### src/rtl/sram_ctrl_pkg.sv
// Shared definitions for the SRAM stream controller: FSM encoding and SRAM pin levels.
package sram_ctrl_pkg;

  typedef enum logic [1:0] {
    IDLE  = 2'd0,
    WRITE = 2'd1,
    READ  = 2'd2
  } state_t;

  localparam logic CE_ON  = 1'b0;
  localparam logic CE_OFF = 1'b1;
  localparam logic RD     = 1'b1;
  localparam logic WR     = 1'b0;

  // Read skid buffer depth; also the ceiling on outstanding read credits.
  localparam int FIFO_DEPTH = 4;

endpackage

### src/rtl/sync_fifo.sv
// Small synchronous FIFO with occupancy count, used as the read-return skid buffer.
module sync_fifo #(
  parameter int WIDTH = 16,
  parameter int DEPTH = 4,
  parameter int CNT_W = $clog2(DEPTH + 1)
) (
  input  logic             i_clk,
  input  logic             i_rst_N,
  input  logic             i_push,
  input  logic [WIDTH-1:0] i_data,
  input  logic             i_pop,
  output logic [WIDTH-1:0] o_data,
  output logic             o_empty,
  output logic [CNT_W-1:0] o_count
);

  localparam int PTR_W = (DEPTH > 1) ? $clog2(DEPTH) : 1;

  logic [WIDTH-1:0] r_mem [DEPTH];
  logic [PTR_W-1:0] r_wr_ptr;
  logic [PTR_W-1:0] r_rd_ptr;
  logic [CNT_W-1:0] r_count;
  logic             w_full;
  logic             w_push;
  logic             w_pop;

  assign w_full  = (r_count == CNT_W'(DEPTH));
  assign o_empty = (r_count == '0);
  assign o_count = r_count;
  assign o_data  = r_mem[r_rd_ptr];

  // Out-of-range requests are dropped so occupancy can never go wrong.
  assign w_push = i_push & ~w_full;
  assign w_pop  = i_pop & ~o_empty;

  function automatic logic [PTR_W-1:0] ptr_inc(input logic [PTR_W-1:0] p);
    ptr_inc = (p == PTR_W'(DEPTH - 1)) ? '0 : p + 1'b1;
  endfunction

  always_ff @(posedge i_clk) begin
    if (w_push) begin
      r_mem[r_wr_ptr] <= i_data;
    end
  end

  always_ff @(posedge i_clk or negedge i_rst_N) begin
    if (!i_rst_N) begin
      r_wr_ptr <= '0;
      r_rd_ptr <= '0;
      r_count  <= '0;
    end else begin
      if (w_push) begin
        r_wr_ptr <= ptr_inc(r_wr_ptr);
      end
      if (w_pop) begin
        r_rd_ptr <= ptr_inc(r_rd_ptr);
      end
      case ({w_push, w_pop})
        2'b10:   r_count <= r_count + 1'b1;
        2'b01:   r_count <= r_count - 1'b1;
        default: r_count <= r_count;
      endcase
    end
  end

endmodule

### src/rtl/sram_stream_ctrl.sv
// Stream-to-SRAM burst controller: valid/ready write bursts into, and read bursts out of,
// a single-port SRAM with registered pins and a 2-cycle read latency.
module sram_stream_ctrl
  import sram_ctrl_pkg::*;
#(
  parameter int WIDTH      = 16,
  parameter int ADDR_WIDTH = 4,
  parameter int DEPTH      = 1 << ADDR_WIDTH
) (
  input  logic                  i_clk,
  input  logic                  i_rst_N,
  input  logic                  i_start_wr,
  input  logic                  i_start_rd,
  input  logic [ADDR_WIDTH-1:0] i_base,
  input  logic [ADDR_WIDTH:0]   i_len,
  input  logic                  i_s_valid,
  input  logic [WIDTH-1:0]      i_s_data,
  output logic                  o_s_ready,
  output logic                  o_m_valid,
  output logic [WIDTH-1:0]      o_m_data,
  output logic                  o_m_last,
  input  logic                  i_m_ready,
  output logic                  o_busy,
  output logic                  o_done,
  output logic                  o_ce_N,
  output logic                  o_rdWr_N,
  output logic [ADDR_WIDTH-1:0] o_ramAddr,
  output logic [WIDTH-1:0]      o_ramData,
  input  logic [WIDTH-1:0]      i_ramData
);

  localparam int CNT_W = $clog2(FIFO_DEPTH + 1);
  localparam logic [ADDR_WIDTH:0] LEN_ONE = (ADDR_WIDTH + 1)'(1);

  state_t                r_state;
  logic [ADDR_WIDTH-1:0] r_ptr;
  logic [ADDR_WIDTH:0]   r_remain;
  logic [ADDR_WIDTH:0]   r_out_remain;
  logic                  r_rd_p1;
  logic                  r_rd_p2;
  logic                  r_done;
  logic                  r_ce_N;
  logic                  r_rdWr_N;
  logic [ADDR_WIDTH-1:0] r_ramAddr;
  logic [WIDTH-1:0]      r_ramData;

  logic [ADDR_WIDTH-1:0] w_ptr_next;
  logic                  w_s_beat;
  logic                  w_m_hs;
  logic                  w_issue;
  logic [CNT_W-1:0]      w_fifo_count;
  logic [CNT_W-1:0]      w_credit_used;
  logic                  w_fifo_empty;

  sync_fifo #(
    .WIDTH (WIDTH),
    .DEPTH (FIFO_DEPTH),
    .CNT_W (CNT_W)
  ) u_rd_fifo (
    .i_clk   (i_clk),
    .i_rst_N (i_rst_N),
    .i_push  (r_rd_p2),
    .i_data  (i_ramData),
    .i_pop   (w_m_hs),
    .o_data  (o_m_data),
    .o_empty (w_fifo_empty),
    .o_count (w_fifo_count)
  );

  assign w_ptr_next = (r_ptr == ADDR_WIDTH'(DEPTH - 1)) ? '0 : r_ptr + 1'b1;

  assign o_s_ready = (r_state == WRITE) && (r_remain != '0);
  assign o_m_valid = ~w_fifo_empty;
  assign o_m_last  = o_m_valid && (r_out_remain == LEN_ONE);
  assign o_busy    = (r_state != IDLE);
  assign o_done    = r_done;
  assign o_ce_N    = r_ce_N;
  assign o_rdWr_N  = r_rdWr_N;
  assign o_ramAddr = r_ramAddr;
  assign o_ramData = r_ramData;

  assign w_s_beat = i_s_valid & o_s_ready;
  assign w_m_hs   = o_m_valid & i_m_ready;

  // Reads still in the SRAM pipeline plus words already buffered must leave
  // room in the FIFO for everything that will land, even with no pops.
  assign w_credit_used = CNT_W'(r_rd_p1) + CNT_W'(r_rd_p2) + w_fifo_count;
  assign w_issue = (r_state == READ) && (r_remain != '0) &&
                   (w_credit_used < CNT_W'(FIFO_DEPTH));

  always_ff @(posedge i_clk or negedge i_rst_N) begin
    if (!i_rst_N) begin
      r_state      <= IDLE;
      r_ptr        <= '0;
      r_remain     <= '0;
      r_out_remain <= '0;
      r_rd_p1      <= 1'b0;
      r_rd_p2      <= 1'b0;
      r_done       <= 1'b0;
      r_ce_N       <= CE_OFF;
      r_rdWr_N     <= RD;
      r_ramAddr    <= '0;
      r_ramData    <= '0;
    end else begin
      r_done   <= 1'b0;
      r_ce_N   <= CE_OFF;
      r_rdWr_N <= RD;
      r_rd_p1  <= w_issue;
      r_rd_p2  <= r_rd_p1;

      case (r_state)
        IDLE: begin
          if (i_start_wr || i_start_rd) begin
            r_ptr        <= i_base;
            r_remain     <= i_len;
            r_out_remain <= i_len;
            if (i_len == '0) begin
              r_done <= 1'b1;
            end else if (i_start_wr) begin
              r_state <= WRITE;
            end else begin
              r_state <= READ;
            end
          end
        end

        WRITE: begin
          if (w_s_beat) begin
            r_ce_N    <= CE_ON;
            r_rdWr_N  <= WR;
            r_ramAddr <= r_ptr;
            r_ramData <= i_s_data;
            r_ptr     <= w_ptr_next;
            r_remain  <= r_remain - 1'b1;
            if (r_remain == LEN_ONE) begin
              r_done  <= 1'b1;
              r_state <= IDLE;
            end
          end
        end

        READ: begin
          if (w_issue) begin
            r_ce_N    <= CE_ON;
            r_rdWr_N  <= RD;
            r_ramAddr <= r_ptr;
            r_ptr     <= w_ptr_next;
            r_remain  <= r_remain - 1'b1;
          end
          if (w_m_hs) begin
            r_out_remain <= r_out_remain - 1'b1;
            if (r_out_remain == LEN_ONE) begin
              r_done  <= 1'b1;
              r_state <= IDLE;
            end
          end
        end

        default: r_state <= IDLE;
      endcase
    end
  end

endmodule
### config.mk
export PLATFORM = sky130hd
export DESIGN_NAME = sram_stream_ctrl
export DESIGN_NICKNAME = d
export VERILOG_FILES = /design/src/rtl/sram_ctrl_pkg.sv /design/src/rtl/sync_fifo.sv /design/src/rtl/sram_stream_ctrl.sv
export SDC_FILE = /design/constraint.sdc
export NUM_CORES = 1
export LEC_CHECK = 0
export CORE_UTILIZATION = 60
export CTS_CLUSTER_SIZE = 25
export DETAILED_ROUTE_END_ITERATION = 16
export DONT_BUFFER_PORTS = 1
export GPL_TIMING_DRIVEN = 0
export PLACE_DENSITY = 0.77
export SLEW_MARGIN = 20
export SYNTH_ARGS = -nofsm -noshare
export SYNTH_HDL_FRONTEND = slang
export SYNTH_SLANG_ARGS = --single-unit
### constraint.sdc
create_clock -name i_clk -period 2.45 [get_ports i_clk]
set_input_delay 0.1225 -clock i_clk [delete_from_list [all_inputs] [get_ports i_clk]]
set_output_delay 0.1225 -clock i_clk [all_outputs]
set_load 0.05 [all_outputs]
==> reports/results.txt, run 1 <==
Slowest Stage Delay on Critical Path: 0.73 ns
Buf+Inv Stages, Crit Path: 2
synth unique cells: 55
PnR worst setup slack: 0.188 ns
reg-to-reg startpoint: r_remain[0]
hold path cells: 2
Synth async-reset ratio: 0.429
Max Freq: 442 MHz
routed vias: 2,881
# clock sinks: 112
Critical Path Stages: 3
Static Leakage: 2.26 nW
Worst Reg-to-Reg Cells: 7
drt total wl: 9260 um
vias in the first global route: 3,058
Cell Area, Synth: 5010 um2
Post-CTS Repair Setup Buffers: 0
commonest non-fill, non-tap cell in the layout: edfxtp_1
final hold viol count: 0
total track usage: 0.230
Setup violations, final: 0
Post-synth EDFFs: 64
largest net degree at the start of global routing: 49
final HPWL from detailed placement: 6110 um
Peak VDD IR: 0.000906 V
Place WS: 0.252 ns
worst slew pin tran: 0.805 ns
Die X: 93.4 um
number of I/O pins: 90
antenna violations before repair: 0
CP delay by family, top: multiplexers
Area Overhead vs Synth: 16.1%
HP Class: in -> reg
first-pass GRT wire length: 14,900 um
CTS tree: built
wire length per cell: 18.8 um
RSZ-0062 raised after global routing: no
crit end category: output pin
drt pass-1 iters: 4
CP Launch Type: flip-flop
Final Max Slew Viols: 0
setup TNS: 0 ns
Root Driver: clkbuf_8
Core ar.: 7890 um2
CP Max Fanout: 10
Clock Path Buffers: 2
Most common cell on crit path: buf_2
Syn Inst Count: 327
R2R Path End: o_ramData[1]
Core Rows: 32
crit path DAT: 2.14 ns
hold path startpoint: i_len[3]
Critical Path Source: u_rd_fifo.r_rd_ptr[0]
WS Path Type: reg -> out
min Tclk post-route: 2.26 ns
WHS: 0.0172 ns
#FFs+latches synth: 112
I/O Buffers: 0
Routed Antenna Nets: 0
chip height: 93.4 um
Synth Area per Inst: 15.3 um2
PwrDens: 1330 nW/um2
sequential share of the synthesized area: 0.624
slowest CP cell: mux4_2
CTS HTree Levels: 3
Ys Warns: 0
CP required: 2.33 ns
DRT iter0 DRCs: 138
clock latency on the worst-skew pair: 0.38 ns
fin crit share: 0.923
CTS Buf Count: 9
relative slew slack: 0.463
ant diodes: 0
gpl congestion: 0.820
total gr overflow: 0
worst-path cell chain: buf_2 -> buf_2 -> mux4_2
r2r setup slk: 0.21 ns
most frequent cells in the layout: 64 x edfxtp_1, 46 x dlygate4sd3_1, 46 x dfrtp_1
area of the die: 8720 um2
Hold Path Sink: r_out_remain[3]
Clock Skews: 0.0255 ns
fin nets: 450
DRC: 0
Initial Utilization: 0.635
ys flop type: edfxtp_1
DR vias/cell: 5.86
status: completed
share of cells above drive strength 1: 0.210
maxcap violations: 0
Synthesized Nets: 392
Worst-path clk slew: 0.12 ns
[Yosys cell counts (4+ instances only)]
| master | count | area, um2 |
|---|---|---|
| buf_6 | 4 | 45.0 |
| edfxtp_1 | 64 | 1920 |
| a31oi_1 | 4 | 25.0 |
| nor3_1 | 8 | 40.0 |
| mux4_2 | 16 | 360 |
| nand2_1 | 17 | 63.8 |
| mux2_2 | 11 | 124 |
| o21ai_0 | 9 | 45.0 |
| ha_1 | 17 | 213 |
| inv_1 | 24 | 90.1 |
| a21oi_1 | 10 | 50.1 |
| and2_1 | 5 | 31.3 |
| o211ai_2 | 6 | 75.1 |
| nand3_1 | 7 | 35.0 |
| mux2_4 | 9 | 135 |
| and3_1 | 4 | 25.0 |
| dfrtp_1 | 46 | 1150 |
| nor2_1 | 6 | 22.5 |
[metal layers]
metal	wire (um)	global-route usage
met3	569	0.0512
met4	107	0.0846
met5	0	0
met2	4800	0.398
met1	3780	0.282
[cell type report]
cell class	count	area, um2
multi-input combinational	178	1690
sequential	112	3130
buffer	13	111
tap	102	128
clock buffer	10	128
fill	495	2070
timing repair buffer	47	488
clock inverter	6	58.8
inverter	24	90.1
[power breakdown]
| group | internal [mW] | switching [mW] | leakage, nW | total (mW) |
|---|---|---|---|---|
| Sequential | 2.49 | 0.984 | 1.15 | 3.47 |
| Combinational | 1.28 | 1.93 | 1.02 | 3.20 |
| Clock | 0.398 | 0.643 | 0.0928 | 1.04 |
| Total | 4.16 | 3.55 | 2.26 | 7.71 |
[state kept, by name, indices dropped and copies added, names as in the netlist]
| signal | cells |
|---|---|
| u_rd_fifo.r_mem | 64 |
| o_ramData | 16 |
| r_out_remain | 5 |
| r_remain | 5 |
| o_ramAddr | 4 |
| r_ptr | 4 |
| u_rd_fifo.o_count | 3 |
| r_state | 2 |
| u_rd_fifo.r_rd_ptr | 2 |
| u_rd_fifo.r_wr_ptr | 2 |
| o_ce_N | 1 |
| o_done | 1 |
| o_rdWr_N | 1 |
| r_rd_p1 | 1 |
| r_rd_p2 | 1 |
[repair_timing]
item | 4_1_cts | 5_1_grt
hold endpoints to repair | 145 | 0
setup endpoints to repair | 0 | 10
hold buffers | 47 | 0
gates resized for setup | 0 | 3
[metrics by stage]
step	cells	utilization	power [mW]	cell area, um2
2_1_floorplan	327	-	6.10	5010
5_1_grt	492	0.737	8.13	5820
3_5_place_dp	429	0.651	6.61	5140
4_1_cts	492	0.737	7.71	5810
3_3_place_gp	429	0.651	6.51	5140
6_report	492	0.737	7.71	5820
[worst reg2reg max path, cell delays in order, from the launching register on]
cell     delay (ns)
dfrtp_1        0.42
inv_1          0.15
ha_1           0.18
or4b_4         0.52
and2_4         0.27
nand2_8        0.13
buf_12         0.15
mux2_4         0.30
[logic make-up (layout without fill, tap and decap cells)]
kind of cell / after synthesis / count (layout) / synth area share
AOI/OAI and AO/OA: 47 / 47 / 0.0712
xor gates and xnor gates: 3 / 3 / 0.00524
adders and majority gates: 18 / 18 / 0.0464
buffers and inverters: 37 / 100 / 0.0399
DFF: 112 / 112 / 0.624
muxes: 39 / 39 / 0.130
and+or+nand+nor: 71 / 71 / 0.0839
[worst max path at each step]
| stage | endpoint | slack [ns] |
|---|---|---|
| after floorplan | o_ramData[1] | 0.40 |
| after global placement | o_ramData[5] | 0.29 |
| after detailed placement | o_ramData[6] | 0.25 |
| after CTS | o_m_last | 0.01 |
| after global routing | o_m_data[7] | 0.08 |
| final | o_m_data[7] | 0.19 |
No activity file was read; power rests on OpenSTA's default activity.
==> inputs of run 2 (changes only) <==
--- a/config.mk
+++ b/config.mk
@@ -5,13 +5,14 @@
 export SDC_FILE = /design/constraint.sdc
 export NUM_CORES = 1
 export LEC_CHECK = 0
-export CORE_UTILIZATION = 60
+export CORE_UTILIZATION = 40
 export CTS_CLUSTER_SIZE = 25
 export DETAILED_ROUTE_END_ITERATION = 16
 export DONT_BUFFER_PORTS = 1
 export GPL_TIMING_DRIVEN = 0
-export PLACE_DENSITY = 0.77
+export PLACE_DENSITY = 0.55
 export SLEW_MARGIN = 20
 export SYNTH_ARGS = -nofsm -noshare
 export SYNTH_HDL_FRONTEND = slang
+export SYNTH_HIERARCHICAL = 1
 export SYNTH_SLANG_ARGS = --single-unit
==> run 2 against run 1 <==
Final area rose by 1.9%. Via count fell by 1.9%. Clock skew fell by 0.014 ns. Fmax fell by 2.2%.
==> reports/results.txt, run 2 <==
status: completed
Final Max Slew Viols: 0 (unchanged)
Overall Power: 8.18 mW (+6.0%)
PnR worst setup slack: 0.138 ns (-0.0500 ns)
Clock Skews: 0.0113 ns (-0.0142 ns)
WHS: 0.0296 ns (+0.0124 ns)
Worst-path clk slew: 0.08 ns (-0.04 ns)
Place WS: 0.0904 ns (-0.161 ns)
DRT iter0 DRCs: 261 (+89%)
Synth Area in Adders: 0.0472 (+0.000718)
RSZ-0062 raised after global routing: no
Post-synth EDFFs: 64 (unchanged)
Ys Warns: 6 (+6)
cell taking the most area after synthesis: edfxtp_1
drt pass-1 iters: 4 (unchanged)
# clock sinks: 112 (unchanged)
worst-path cell chain: inv_1 -> ha_1 -> or4b_1 -> nor2_1
Synthesized Nets: 384 (-2.0%)
fin crit share: 0.944 (+0.0204)
Initial Utilization: 0.411 (-0.224)
chip height: 113 um (+21%)
#FFs+latches synth: 112 (unchanged)
Area Overhead vs Synth: 20.1%
CP required: 2.33 ns (about the same)
Static Leakage: 2.27 nW (+0.48%)
mux contribution to synthesized area: 0.148 (+0.0185)
main combinational cell family by area after synthesis: multiplexers
ant diodes: 0 (unchanged)
max reg flops: 64 (unchanged)
share of cells above drive strength 1: 0.181 (-0.0292)
Core ar.: 12,000 um2 (+52%)
CP Max Fanout: 3 (-7)
total track usage: 0.155 (-0.0750)
antenna violations before repair: 0 (unchanged)
Cell Area, Synth: 4930 um2 (-1.5%)
Max Freq: 433 MHz (-2.2%)
synth unique cells: 50 (-9.1%)
Synth Area per Inst: 15.5 um2 (+0.95%)
crit path DAT: 2.19 ns (+0.05 ns)
relative slew slack: 0.410 (-0.0530)
total gr overflow: 0 (unchanged)
CP Launch Type: flip-flop
Clock Path Buffers: 2 (unchanged)
count leader, synth: edfxtp_1
drt total wl: 9360 um (+1.1%)
ys flop type: edfxtp_1
Reg with most FFs: u_rd_fifo/r_mem
most frequent cells in the layout: 64 x edfxtp_1, 46 x dfrtp_1, 41 x dlygate4sd3_1
vias in the first global route: 2,933 (-4.1%)
Synth Area in Simple Gates: 0.0740 (-0.00986)
Peak VDD IR: 0.000722 V (-20%)
maxcap violations: 0 (unchanged)
compound-gate portion of the synthesized area: 0.0611 (-0.0101)
xor/xnor share of the synthesized area: 0.00532 (+0.0000811)
CTS HTree Levels: 3 (unchanged)
gpl congestion: 0.769 (-6.2%)
final HPWL from detailed placement: 6110 um (about the same)
min Tclk post-route: 2.31 ns (+0.0500 ns)
commonest non-fill, non-tap cell in the layout: edfxtp_1
worst slew pin tran: 0.881 ns (+0.0763 ns)
CTS Buf Count: 9 (unchanged)
Routed Antenna Nets: 0 (unchanged)
final hold viol count: 0 (unchanged)
CTS tree: built
Post-synth top cells: 64 x edfxtp_1, 46 x dfrtp_1, 24 x mux2_2
largest net degree at the start of global routing: 49 (unchanged)
Slowest Stage Delay on Critical Path: 0.70 ns (-0.03 ns)
Root Driver: clkbuf_16
DRC: 0 (unchanged)
sequential share of the synthesized area: 0.633 (+0.00965)
routed vias: 2,826 (-1.9%)
WS Path Type: reg -> out
Core Rows: 40 (+25%)
first-pass GRT wire length: 15,100 um (+1.5%)
DR vias/cell: 5.35 (-8.6%)
area of the die: 12,800 um2 (+47%)
Setup violations, final: 0 (unchanged)
HP Class: in -> reg
Synth async-reset ratio: 0.429 (unchanged)
clock latency on the worst-skew pair: 0.35 ns (-0.03 ns)
crit end category: output pin
Synth area leaders: edfxtp_1 39%, dfrtp_1 23%, mux2_2 5.5%, ha_1 4.3%, mux4_1 4.3%
number of I/O pins: 90 (unchanged)
share of the synthesized area in the top cell type: 0.389 (+0.00593)
Die X: 113 um (+21%)
I/O Buffers: 0 (unchanged)
wire length per cell: 17.7 um (-5.8%)
fin nets: 441 (-2.0%)
slowest CP cell: nor2_1
Syn Inst Count: 319 (-2.4%)
PwrDens: 1380 nW/um2 (+4.0%)
## run 2: cell types whose count changed after synthesis, sizes merged, moves of 4 or more
cell	change
a21oi	-5
and2	-4
and3	-4
mux2	+4
mux2i	+4
nor2	+4
nor3	-6
nor3b	+4
## run 2: critical path: cells and delay by family (launching register included)
family,cells,cell delay [ns]
and+or+nand+nor,2,1.21
adders and majority gates,1,0.15
DFF,1,0.38
buffers and inverters,1,0.09
## run 2: final timing paths
check / from / cells after the start / end / slack, ns
setup reg to reg: u_rd_fifo/o_count[0] / 6 / o_ramAddr[1] / 0.16
setup / recovery: r_out_remain[1] / 4 / o_m_last / 0.14
min in group asynchronous: i_rst_N / 2 / r_ptr[3] / 0.28
hold / removal: i_start_wr / 2 / o_done / 0.03
max in group asynchronous: i_rst_N / 2 / o_rdWr_N / 1.89
hold reg to reg: r_rd_p1 / 0 / r_rd_p2 / 0.42
## run 2: repair_timing
action / CTS / global route
hold endpoints to repair: 139 / 0
gates resized for setup: 0 / 2
setup buffers: 0 / 3
hold buffers: 42 / 0
endpoints found under the setup margin: 0 / 8
## run 2: area by class of cell
type                            count  area, um2
Inverter                           21       78.8
Multi-Input combinational cell    175       1670
Buffer                             11       73.8
Sequential cell                   112       3130
Timing Repair Buffer               46        475
Tap cell                          147        184
Clock inverter                      6       77.6
Clock buffer                       10        239
Fill cell                        1042       6090
## run 2: kinds of logic (layout without fill, tap and decap cells)
logic type / Yosys count / in the layout
and+or+nand+nor: 66 / 66
DFF: 112 / 112
buffers and inverters: 32 / 94
adders and majority gates: 18 / 18
xor gates and xnor gates: 3 / 3
AOI/OAI and AO/OA: 41 / 41
muxes: 47 / 47
## run 2: report_power, final
part,internal [mW],switching [mW]
sequential,2.50,1.06
clock,0.836,0.688
combinational,1.22,1.87
## run 2: per-layer routing
layer  track usage  up-vias  part of all wire
li1              -     1316                 -
met1         0.186     1425              0.42
met2         0.264       68              0.51
met3        0.0487       17             0.051
met4        0.0509        0             0.015
met5             0        -                 0
## run 2: through the flow
| stage | instance area [um2] | instances | setup TNS (ns) | util |
|---|---|---|---|---|
| 4_1_cts | 5890 | 525 | 0 | 0.491 |
| 3_5_place_dp | 5140 | 467 | 0 | 0.428 |
| 3_3_place_gp | 5120 | 466 | -1.26 | 0.426 |
| 6_report | 5930 | 528 | 0 | 0.493 |
| 2_1_floorplan | 4930 | 319 | 0 | - |
| 5_1_grt | 5930 | 528 | 0 | 0.493 |
==> inputs of run 3 (changes only) <==
--- a/config.mk
+++ b/config.mk
@@ -11,6 +11,7 @@
 export DONT_BUFFER_PORTS = 1
 export GPL_TIMING_DRIVEN = 0
 export PLACE_DENSITY = 0.55
+export SETUP_SLACK_MARGIN = 0.15
 export SLEW_MARGIN = 20
 export SYNTH_ARGS = -nofsm -noshare
 export SYNTH_HDL_FRONTEND = slang
==> run 3 against run 2 <==
Critical path depth up 1. Core utilization up 0.45 points. Fmax up 6.5%. Die area unchanged. Sequential share of layout area fell by 0.41 points. Critical path type unchanged. Largest cell class unchanged.
==> reports/results.txt, run 3 (synthesized netlist as in run 2, its figures left out) <==
status: completed
Core ar.: 12,000 um2 (unchanged)
area of the die: 12,800 um2 (unchanged)
fin nets: 446 (+1.1%)
PwrDens: 1380 nW/um2 (about the same)
M1 GR Usage: 0.187 (+0.000715)
Peak VDD IR: 0.000736 V (+2.0%)
CTS tree: built
routed vias: 2,818 (-0.28%)
relative slew slack: 0.408 (-0.00265)
maxcap violations: 0 (unchanged)
Clock Skews: 0.0117 ns (+0.000422 ns)
total track usage: 0.156 (+0.000823)
worst slew pin tran: 0.885 ns (+0.00396 ns)
DR vias/cell: 5.29 (-1.2%)
register area: 3130 um2 (+0.12%)
drt total wl: 9500 um (+1.5%)
CP required: 2.33 ns (about the same)
number of I/O pins: 90 (unchanged)
wire length per cell: 17.8 um (+0.53%)
clock latency on the worst-skew pair: 0.35 ns (about the same)
Initial Utilization: 0.411 (unchanged)
Critical Path Source: r_remain[0]
hold path startpoint: i_start_wr
HP Class: in -> reg
Placed Cells: 467 (unchanged)
Final Max Slew Viols: 0 (unchanged)
# clock sinks: 112 (unchanged)
final hold viol count: 0 (unchanged)
Reg with most FFs: u_rd_fifo/r_mem
CTS HTree Levels: 3 (unchanged)
min Tclk post-route: 2.17 ns (-0.141 ns)
fin crit share: 0.886 (-0.0575)
Setup violations, final: 0 (unchanged)
Max Freq: 461 MHz (+6.5%)
max reg flops: 64 (unchanged)
PnR worst setup slack: 0.279 ns (+0.141 ns)
met2 usage: 0.266 (+0.00204)
antenna violations before repair: 0 (unchanged)
Slowest Stage Delay on Critical Path: 0.67 ns (-0.03 ns)
Core Rows: 40 (unchanged)
CP Launch Type: flip-flop
Multi-input gate area: 1680 um2 (+0.75%)
drt pass-1 iters: 4 (unchanged)
Static Leakage: 2.30 nW (+1.1%)
Place WS: 0.0904 ns (unchanged)
slowest CP cell: nor2_1
gpl congestion: 0.769 (unchanged)
WS Path Type: reg -> out
WHS: 0.0292 ns (-0.000440 ns)
Area Overhead vs Synth: 21.2%
DRT iter0 DRCs: 249 (-4.6%)
I/O Buffers: 0 (unchanged)
crit end category: output pin
CTS Buf Count: 9 (unchanged)
largest net degree at the start of global routing: 49 (unchanged)
Die X: 113 um (unchanged)
ant diodes: 0 (unchanged)
met3 Usage GRT: 0.0487 (unchanged)
CP Max Fanout: 5 (+2)
first-pass GRT wire length: 15,200 um (+0.68%)
Worst-path clk slew: 0.07 ns (about the same)
crit path DAT: 2.05 ns (-0.14 ns)
reg-to-reg startpoint: u_rd_fifo/o_count[0]
share of cells above drive strength 1: 0.207 (+0.0262)
most frequent cells in the layout: 64 x edfxtp_1, 43 x dfrtp_1, 41 x dlygate4sd3_1
post-route insts no fill: 533 (+0.95%)
commonest non-fill, non-tap cell in the layout: edfxtp_1
Clock Path Buffers: 2 (unchanged)
# fillers: 1,037 (-0.48%)
DRC: 0 (unchanged)
Routed Antenna Nets: 0 (unchanged)
final HPWL from detailed placement: 6110 um (unchanged)
total gr overflow: 0 (unchanged)
RSZ-0062 raised after global routing: yes
chip height: 113 um (unchanged)
Root Driver: clkbuf_16
worst-path cell chain: inv_1 -> ha_1 -> nor4b_4 -> buf_4 -> nor2_1
vias in the first global route: 2,957 (+0.82%)
GR peak layer: met2
-- run 3: repair_timing --
action,in CTS,in global routing
hold buffers,42,0
pin swaps,2,3
endpoints found under the setup margin,10,8
setup buffers,3,5
hold endpoints to repair,139,0
resized for setup,2,6
-- run 3: layout make-up --
class / count / area share
timing repair buffer: 51 / 0.0858
clock buffer: 10 / 0.0400
buffer: 11 / 0.0123
clock inverter: 6 / 0.0130
tap: 147 / 0.0308
multi-input combinational: 175 / 0.282
inverter: 21 / 0.0132
sequential: 112 / 0.523
-- run 3: path summary, 6_finish.rpt --
kind,depth (start not counted),endpoint,slack (ns)
max in group asynchronous,2,o_rdWr_N,1.89
min in group asynchronous,2,r_ptr[3],0.28
hold reg to reg,0,r_rd_p2,0.41
setup / recovery,5,o_s_ready,0.28
setup reg to reg,7,o_ramAddr[1],0.28
hold / removal,2,o_done,0.03
-- run 3: stage by stage --
stage	cell area [um2]	setup TNS [ns]	util	power [mW]
after floorplan	4930	0	-	6.04
after global placement	5120	-1.26	0.426	6.52
after detailed placement	5140	0	0.428	6.60
after CTS	5920	0	0.493	8.25
after global routing	5980	0	0.498	8.73
final	5980	0	0.498	8.26
-- run 3: worst max-delay path: cells and delay by family (launching register included) --
kind | cells | cell delay, ns
AND/OR/NAND/NOR | 2 | 0.81
flip-flops | 1 | 0.42
buffers and inverters | 2 | 0.26
adder cells (fa/ha/maj) | 1 | 0.21
-- run 3: power by group --
group          internal, mW  switching [mW]
registers              2.51            1.07
logic                  1.27            1.89
clock network         0.836           0.686
total                  4.62            3.64
-- run 3: layer usage --
layer,part of all wire,up-vias
li1,-,1329
met1,0.42,1408
met2,0.52,67
met3,0.047,14
met4,0.015,0
met5,0,-
